===== src/rtl/ifft_bfly_scheduler_if.sv =====
`default_nettype none
// +----------------------------------------------------------------------+
// | ifft_bfly_scheduler_if : start/read/write/status bundle of scheduler |
// | Rev 1.0                                                              |
// +----------------------------------------------------------------------+
interface ifft_bfly_scheduler_if #(
  parameter int LOG2N = 6
);
  logic             start;
  logic             rdEn;
  logic [LOG2N-1:0] rdAddr1;
  logic [LOG2N-1:0] rdAddr2;
  logic [LOG2N-2:0] twAddr;
  logic             wrEn;
  logic [LOG2N-1:0] wrAddr1;
  logic [LOG2N-1:0] wrAddr2;
  logic [3:0]       stage;
  logic             busy;
  logic             done;

  modport master (
    input  start,
    output rdEn, rdAddr1, rdAddr2, twAddr,
    output wrEn, wrAddr1, wrAddr2,
    output stage, busy, done
  );

  modport slave (
    output start,
    input  rdEn, rdAddr1, rdAddr2, twAddr,
    input  wrEn, wrAddr1, wrAddr2,
    input  stage, busy, done
  );
endinterface
`default_nettype wire


===== src/rtl/ifft_bfly_scheduler.sv =====
`default_nettype none
// +----------------------------------------------------------------------+
// | ifft_bfly_scheduler : in-place radix-2 DIT IFFT butterfly sequencer  |
// | Rev 1.0                                                              |
// +----------------------------------------------------------------------+
module ifft_bfly_scheduler #(
  parameter int LOG2N    = 6,
  parameter int RD_LAT   = 1,
  parameter int BFLY_LAT = 1
) (
  input  logic                     clk,
  input  logic                     rst,
  ifft_bfly_scheduler_if.master    bus
);

  localparam int               c_L    = RD_LAT + BFLY_LAT;
  localparam int               c_CW   = (c_L > 1) ? $clog2(c_L) : 1;
  localparam logic [LOG2N-2:0] c_KMAX = '1;
  localparam logic [LOG2N-1:0] c_ONE  = 1;
  localparam logic [3:0]       c_LAST = 4'(LOG2N - 1);
  localparam logic [c_CW-1:0]  c_DEND = c_CW'(c_L - 1);

  typedef enum logic [1:0] {
    IDLE  = 2'd0,
    RUN   = 2'd1,
    DRAIN = 2'd2,
    DONE  = 2'd3
  } state_t;

  state_t           r_state, w_state_nxt;
  logic [LOG2N-2:0] r_k, w_k_nxt;
  logic [3:0]       r_stage, w_stage_nxt;
  logic [c_CW-1:0]  r_cnt, w_cnt_nxt;

  always_ff @(posedge clk) begin
    if (rst) begin
      r_state <= IDLE;
      r_k     <= '0;
      r_stage <= '0;
      r_cnt   <= '0;
    end else begin
      r_state <= w_state_nxt;
      r_k     <= w_k_nxt;
      r_stage <= w_stage_nxt;
      r_cnt   <= w_cnt_nxt;
    end
  end

  always_comb begin
    w_state_nxt = r_state;
    w_k_nxt     = r_k;
    w_stage_nxt = r_stage;
    w_cnt_nxt   = r_cnt;
    case (r_state)
      IDLE: begin
        if (bus.start) begin
          w_state_nxt = RUN;
          w_k_nxt     = '0;
          w_stage_nxt = '0;
        end
      end
      RUN: begin
        if (r_k == c_KMAX) begin
          w_state_nxt = DRAIN;
          w_cnt_nxt   = '0;
        end else begin
          w_k_nxt = r_k + 1'b1;
        end
      end
      DRAIN: begin
        // Drain lasts exactly the read+butterfly latency so the final write lands before the next read
        if (r_cnt == c_DEND) begin
          if (r_stage == c_LAST) begin
            w_state_nxt = DONE;
          end else begin
            w_state_nxt = RUN;
            w_stage_nxt = r_stage + 4'd1;
            w_k_nxt     = '0;
          end
        end else begin
          w_cnt_nxt = r_cnt + 1'b1;
        end
      end
      default: w_state_nxt = IDLE;
    endcase
  end

  logic             w_rd_en;
  logic [LOG2N-1:0] w_k_ext, w_span, w_pos, w_a1, w_a2, w_tw_full;

  // rdAddr1 = grp*2*span + pos: the group index shifted one bit past the pos field
  always_comb begin
    w_rd_en   = (r_state == RUN);
    w_k_ext   = {1'b0, r_k};
    w_span    = c_ONE << r_stage;
    w_pos     = w_k_ext & (w_span - c_ONE);
    w_a1      = ((w_k_ext >> r_stage) << (r_stage + 4'd1)) | w_pos;
    w_a2      = w_a1 + w_span;
    w_tw_full = w_pos << (c_LAST - r_stage);
  end

  logic             r_pipe_en [c_L];
  logic [LOG2N-1:0] r_pipe_a1 [c_L];
  logic [LOG2N-1:0] r_pipe_a2 [c_L];

  always_ff @(posedge clk) begin
    if (rst) begin
      for (int i = 0; i < c_L; i++) begin
        r_pipe_en[i] <= 1'b0;
        r_pipe_a1[i] <= '0;
        r_pipe_a2[i] <= '0;
      end
    end else begin
      r_pipe_en[0] <= w_rd_en;
      r_pipe_a1[0] <= bus.rdAddr1;
      r_pipe_a2[0] <= bus.rdAddr2;
      for (int i = 1; i < c_L; i++) begin
        r_pipe_en[i] <= r_pipe_en[i-1];
        r_pipe_a1[i] <= r_pipe_a1[i-1];
        r_pipe_a2[i] <= r_pipe_a2[i-1];
      end
    end
  end

  // Addresses are forced to zero outside RUN so idle outputs stay quiet
  assign bus.rdEn    = w_rd_en;
  assign bus.rdAddr1 = w_rd_en ? w_a1 : '0;
  assign bus.rdAddr2 = w_rd_en ? w_a2 : '0;
  assign bus.twAddr  = w_rd_en ? w_tw_full[LOG2N-2:0] : '0;
  assign bus.wrEn    = r_pipe_en[c_L-1];
  assign bus.wrAddr1 = r_pipe_a1[c_L-1];
  assign bus.wrAddr2 = r_pipe_a2[c_L-1];
  assign bus.stage   = r_stage;
  assign bus.busy    = (r_state == RUN) || (r_state == DRAIN);
  assign bus.done    = (r_state == DONE);

endmodule
`default_nettype wire

===== src/flat_wrapper.sv =====
// flat-port wrapper written by rule: the top's interface ports become plain ports
module ifft_bfly_scheduler_flat 
#(
  parameter int LOG2N    = 6,
  parameter int RD_LAT   = 1,
  parameter int BFLY_LAT = 1
)
  (clk, rst, bus_start, bus_rdEn, bus_rdAddr1, bus_rdAddr2, bus_twAddr, bus_wrEn, bus_wrAddr1, bus_wrAddr2, bus_stage, bus_busy, bus_done);
  ifft_bfly_scheduler_if #(.LOG2N(LOG2N)) bus_i ();
  input  logic clk;
  input  logic rst;
  input wire logic [$bits(bus_i.start)-1:0] bus_start;
  output wire logic [$bits(bus_i.rdEn)-1:0] bus_rdEn;
  output wire logic [$bits(bus_i.rdAddr1)-1:0] bus_rdAddr1;
  output wire logic [$bits(bus_i.rdAddr2)-1:0] bus_rdAddr2;
  output wire logic [$bits(bus_i.twAddr)-1:0] bus_twAddr;
  output wire logic [$bits(bus_i.wrEn)-1:0] bus_wrEn;
  output wire logic [$bits(bus_i.wrAddr1)-1:0] bus_wrAddr1;
  output wire logic [$bits(bus_i.wrAddr2)-1:0] bus_wrAddr2;
  output wire logic [$bits(bus_i.stage)-1:0] bus_stage;
  output wire logic [$bits(bus_i.busy)-1:0] bus_busy;
  output wire logic [$bits(bus_i.done)-1:0] bus_done;
  assign bus_i.start = bus_start;
  assign bus_rdEn = bus_i.rdEn;
  assign bus_rdAddr1 = bus_i.rdAddr1;
  assign bus_rdAddr2 = bus_i.rdAddr2;
  assign bus_twAddr = bus_i.twAddr;
  assign bus_wrEn = bus_i.wrEn;
  assign bus_wrAddr1 = bus_i.wrAddr1;
  assign bus_wrAddr2 = bus_i.wrAddr2;
  assign bus_stage = bus_i.stage;
  assign bus_busy = bus_i.busy;
  assign bus_done = bus_i.done;
  ifft_bfly_scheduler #(.LOG2N(LOG2N), .RD_LAT(RD_LAT), .BFLY_LAT(BFLY_LAT)) u_core (.clk(clk), .rst(rst), .bus(bus_i));
endmodule

===== config.mk =====
export PLATFORM = sky130hd
export DESIGN_NAME = ifft_bfly_scheduler_flat
export DESIGN_NICKNAME = d
export VERILOG_FILES = /design/src/rtl/ifft_bfly_scheduler_if.sv /design/src/rtl/ifft_bfly_scheduler.sv /design/src/flat_wrapper.sv
export SDC_FILE = /design/constraint.sdc
export NUM_CORES = 1
export LEC_CHECK = 0
export BUFFER_PORTS_ARGS = -buffer_cell sky130_fd_sc_hd__buf_2
export CAP_MARGIN = 5
export CORE_MARGIN = 2
export CORE_UTILIZATION = 30
export DETAILED_ROUTE_END_ITERATION = 8
export PLACE_DENSITY = 0.48
export SYNTH_ARGS = -nofsm -noshare
export SYNTH_HDL_FRONTEND = slang
export SYNTH_SLANG_ARGS = --single-unit
export TNS_END_PERCENT = 100

===== constraint.sdc =====
create_clock -name clk -period 9.75 [get_ports clk]
set_input_delay 0.975 -clock clk [delete_from_list [all_inputs] [get_ports clk]]
set_output_delay 0.975 -clock clk [all_outputs]
set_load 0.02 [all_outputs]

==> impl_metrics.yaml <==
drt:
  drtPass1Iterations: 4
  wl_mm: 5.80
  post_drt_wl_per_cell_um: 13.8
  vias: 2048
  avgViaCountPerCell: 4.86
  ant_nets: 0
  drc: 0
  drt-initial-drc-count: 100
floorplanning:
  fp-row-count: 32
  die_x_um: 94.0
  die_h_um: 94.0
  coreArea_um2: 7770
  io_pins: 40
  die_area_um2: 8830
  start_util_pct: 31.3
status:
  status: "complete, no violations"
cts:
  htreeDepth: 2
  cts_resized: 0
  cts.sinks: 38
  postCtsSetupBuffers: 0
  clock_path_buffers: 2
  cts_tree: "done"
  numCtsBuffers: 5
  postCtsHoldBufs: 0
  cts-root-buf: "clkbuf_8"
  clk_pin_slew_ns: 0.08
  insertion_delay_ns: 0.29
sta:
  hold_viol: 0
  clock_skew_ns: 0.00675
  worst_pin_slew_ns: 0.837
  clock.fmax_mhz: 187
  finalSetupViolations: 0
  finalSetupTns_ns: 0
  hold_slack_ns: 0.437
  relSlewSlack_pct: 44.1
  period_needed_ns: 5.35
  report.final.slew_viol_count: 0
  min_period_over_period_pct: 54.9
  rsz0062_at_grt: "false"
grt:
  antenna_found_initial: 0
  grt_pass1_wl_mm: 9.66
  first_global_vias: 1928
  grt_use_total_pct: 13.9
  grt_overflow: 0
  grt_max_degree: 30
min_path:
  min_to: "u_core.r_pipe_a1[0][6]$_SDFF_PP0_"
  hold_depth: 1
  hold_start: "u_core.r_pipe_a1[0][0]$_SDFF_PP0_"
  hold_path.class: "reg2reg"
logic_synthesis:
  yosysTopAreaCellShare_pct: 31.3
  synth-seq-area-share_pct: 31.3
  ys_seq_elements: 38
  synth_edf_count: 0
  async_reset_ff_share_pct: 0
  synth.largest_area_cell: "dfxtp_1"
  ys.flop_type: "dfxtp_1"
  synth_warnings: 0
  synth_cell_types: 50
  synth_cells: 301
  syn_nets: 326
  netlist_top_cells_area: "dfxtp_1 31%, ha_1 11%, nor2b_1 5.2%, nor2_1 4.2%, a21oi_1 3.9%"
  syn_avg_cell_area_um2: 8.07
  syn_area_um2: 2430
final_layout:
  fin_nets: 343
  multiInputGateArea_um2: 1460
  fin_area_um2: 2740
  antenna_cells: 0
  seq_area_um2: 761
  fillerInstances: 846
  syn_to_final_growth_pct: 12.8
  layout-drive-gt1-share_pct: 17.9
pwr:
  total_power_w: 0.000470
  power.leakage_nw: 1.21
  power_density_nw_per_um2: 171
  internal_power_w: 0.000318
  ir_drop_mv: 0.130
  pwr-share-comb_pct: 27.2
  power.switching_w: 0.000152
  p_sw_share_pct: 32.4
  clockPowerShare_pct: 35.5
  seqPwrFrac_pct: 37.3
setup_path:
  cp_common_cell: "nor3_1"
  r2r_cells: 13
  r2r-end: "u_core.r_pipe_a2[0][5]$_SDFF_PP0_"
  crit_type: "reg2out"
  rr_startpoint: "u_core.bus.stage[0]$_SDFFE_PP0P_"
  cpPeakStageDelay_ns: 0.87
  cp_cell_sequence: "inv_1 -> ha_1 -> nor3_1 -> o21ai_0 -> and3_1 -> a311oi_1 -> inv_1 -> ha_1 -> and2_1 -> a311oi_1 -> nor3_1 -> a211oi_1 -> nor3_1 -> buf_2"
  required_ns: 8.78
  startpoint_type: "flop"
  cp_max_fo: 27
  ff2ff_setup_slack_ns: 5.71
  worst_ep_arrival_time_ns: 4.38
  end_kind: "output pin"
  crit_path_top_delay_cell: "dfxtp_1"
placed_design:
  dp_hpwl_mm: 4.40
  port_buffers: 39
  place_congestion: 0.854
  placed_cell_area_um2: 2600
job:
  cap_violations: 0
## logic make-up (layout without fill, tap and decap cells)
logic type	Yosys count	count (layout)	synth area share (%)
XOR/XNOR	5	5	1.80
adder cells (fa/ha/maj)	22	22	11.6
buffers and inverters	44	62	8.71
AO/OA/AOI/OAI	54	54	14.4
AND/OR/NAND/NOR	134	134	30.3
multiplexers	4	4	1.75
flip-flops	38	38	31.3
## area by class of cell
class	count	area share, %
Multi-Input combinational cell	219	53.2
Sequential cell	38	27.8
Clock buffer	6	3.02
Timing Repair Buffer	39	7.13
Clock inverter	2	2.19
Inverter	15	2.06
Tap cell	102	4.66
## synth_stat cells (all sizes together), types with 6 or more instances
library cell,count
dfxtp,38
nor2,27
ha,21
nor2b,20
a21oi,19
nand2,17
clkbuf,15
inv,15
buf,14
nor3,11
o21ai,9
nand2b,8
nand3,8
and2,7
and3,6
nor3b,6
## registers in the layout (all words and copies together) (netlist names)
register,flops
u_core.r_pipe_a1,12
u_core.r_pipe_a2,12
u_core.r_k,5
u_core.bus.stage,4
u_core.r_pipe_en,2
u_core.r_state,2
u_core.r_cnt,1
## power by group through the flow
stage          sequential, W  clock, W  combinational [W]
5_1_grt             0.000176  0.000176           0.000147
4_1_cts             0.000175  0.000171           0.000129
3_5_place_dp        0.000179         0           0.000128
2_1_floorplan       0.000176         0           0.000102
6_report            0.000175  0.000167           0.000128
3_3_place_gp        0.000178         0           0.000129
## critical path, delay by kind of cell (launching register included)
family / cells / cell delay (ns)
flip-flops: 1 / 0.87
buffers and inverters: 3 / 0.53
AO/OA/AOI/OAI: 4 / 1.19
AND/OR/NAND/NOR: 5 / 0.81
adder cells (fa/ha/maj): 2 / 0.65
## per-stage QoR
stage                     instances  setup slack [ns]  util [%]
after floorplan                 301              4.82         -
after global placement          413              4.74      33.4
after detailed placement        413              4.72      33.4
after CTS                       421              4.39      35.3
after global routing            421              4.05      35.3
final                           421              4.40      35.3
## placed cells by master (no fill, tap or decap), drive strengths merged, types with 9 or more instances in the layout
| master | instances |
|---|---|
| buf | 39 |
| nand2 | 17 |
| nor3 | 11 |
| nor2 | 27 |
| inv | 15 |
| o21ai | 9 |
| a21oi | 19 |
| dfxtp | 38 |
| ha | 21 |
| nor2b | 20 |
## layer usage
metal | vias to the layer above | track usage, % | routed length [um]
li1 | 1058 | - | -
met1 | 918 | 18.8 | 2810
met2 | 67 | 22.4 | 2570
met3 | 5 | 3.13 | 370
met4 | 0 | 3.14 | 49
met5 | - | 0 | 0
## how the worst max path moves through the flow
| stage | start | end | slack (ns) | cells past startpoint |
|---|---|---|---|---|
| floorplan | u_core.bus.stage[1]$_SDFFE_PP0P_ | bus_rdAddr2[5] | 4.82 | 15 |
| global placement | u_core.bus.stage[0]$_SDFFE_PP0P_ | bus_rdAddr2[5] | 4.74 | 14 |
| detailed placement | u_core.bus.stage[0]$_SDFFE_PP0P_ | bus_rdAddr2[5] | 4.72 | 14 |
| CTS | u_core.bus.stage[0]$_SDFFE_PP0P_ | bus_rdAddr2[5] | 4.39 | 14 |
| global route | u_core.bus.stage[0]$_SDFFE_PP0P_ | bus_rdAddr2[5] | 4.05 | 14 |
| finish | u_core.bus.stage[0]$_SDFFE_PP0P_ | bus_rdAddr2[5] | 4.40 | 14 |
No activity file was read; power rests on OpenSTA's default activity.
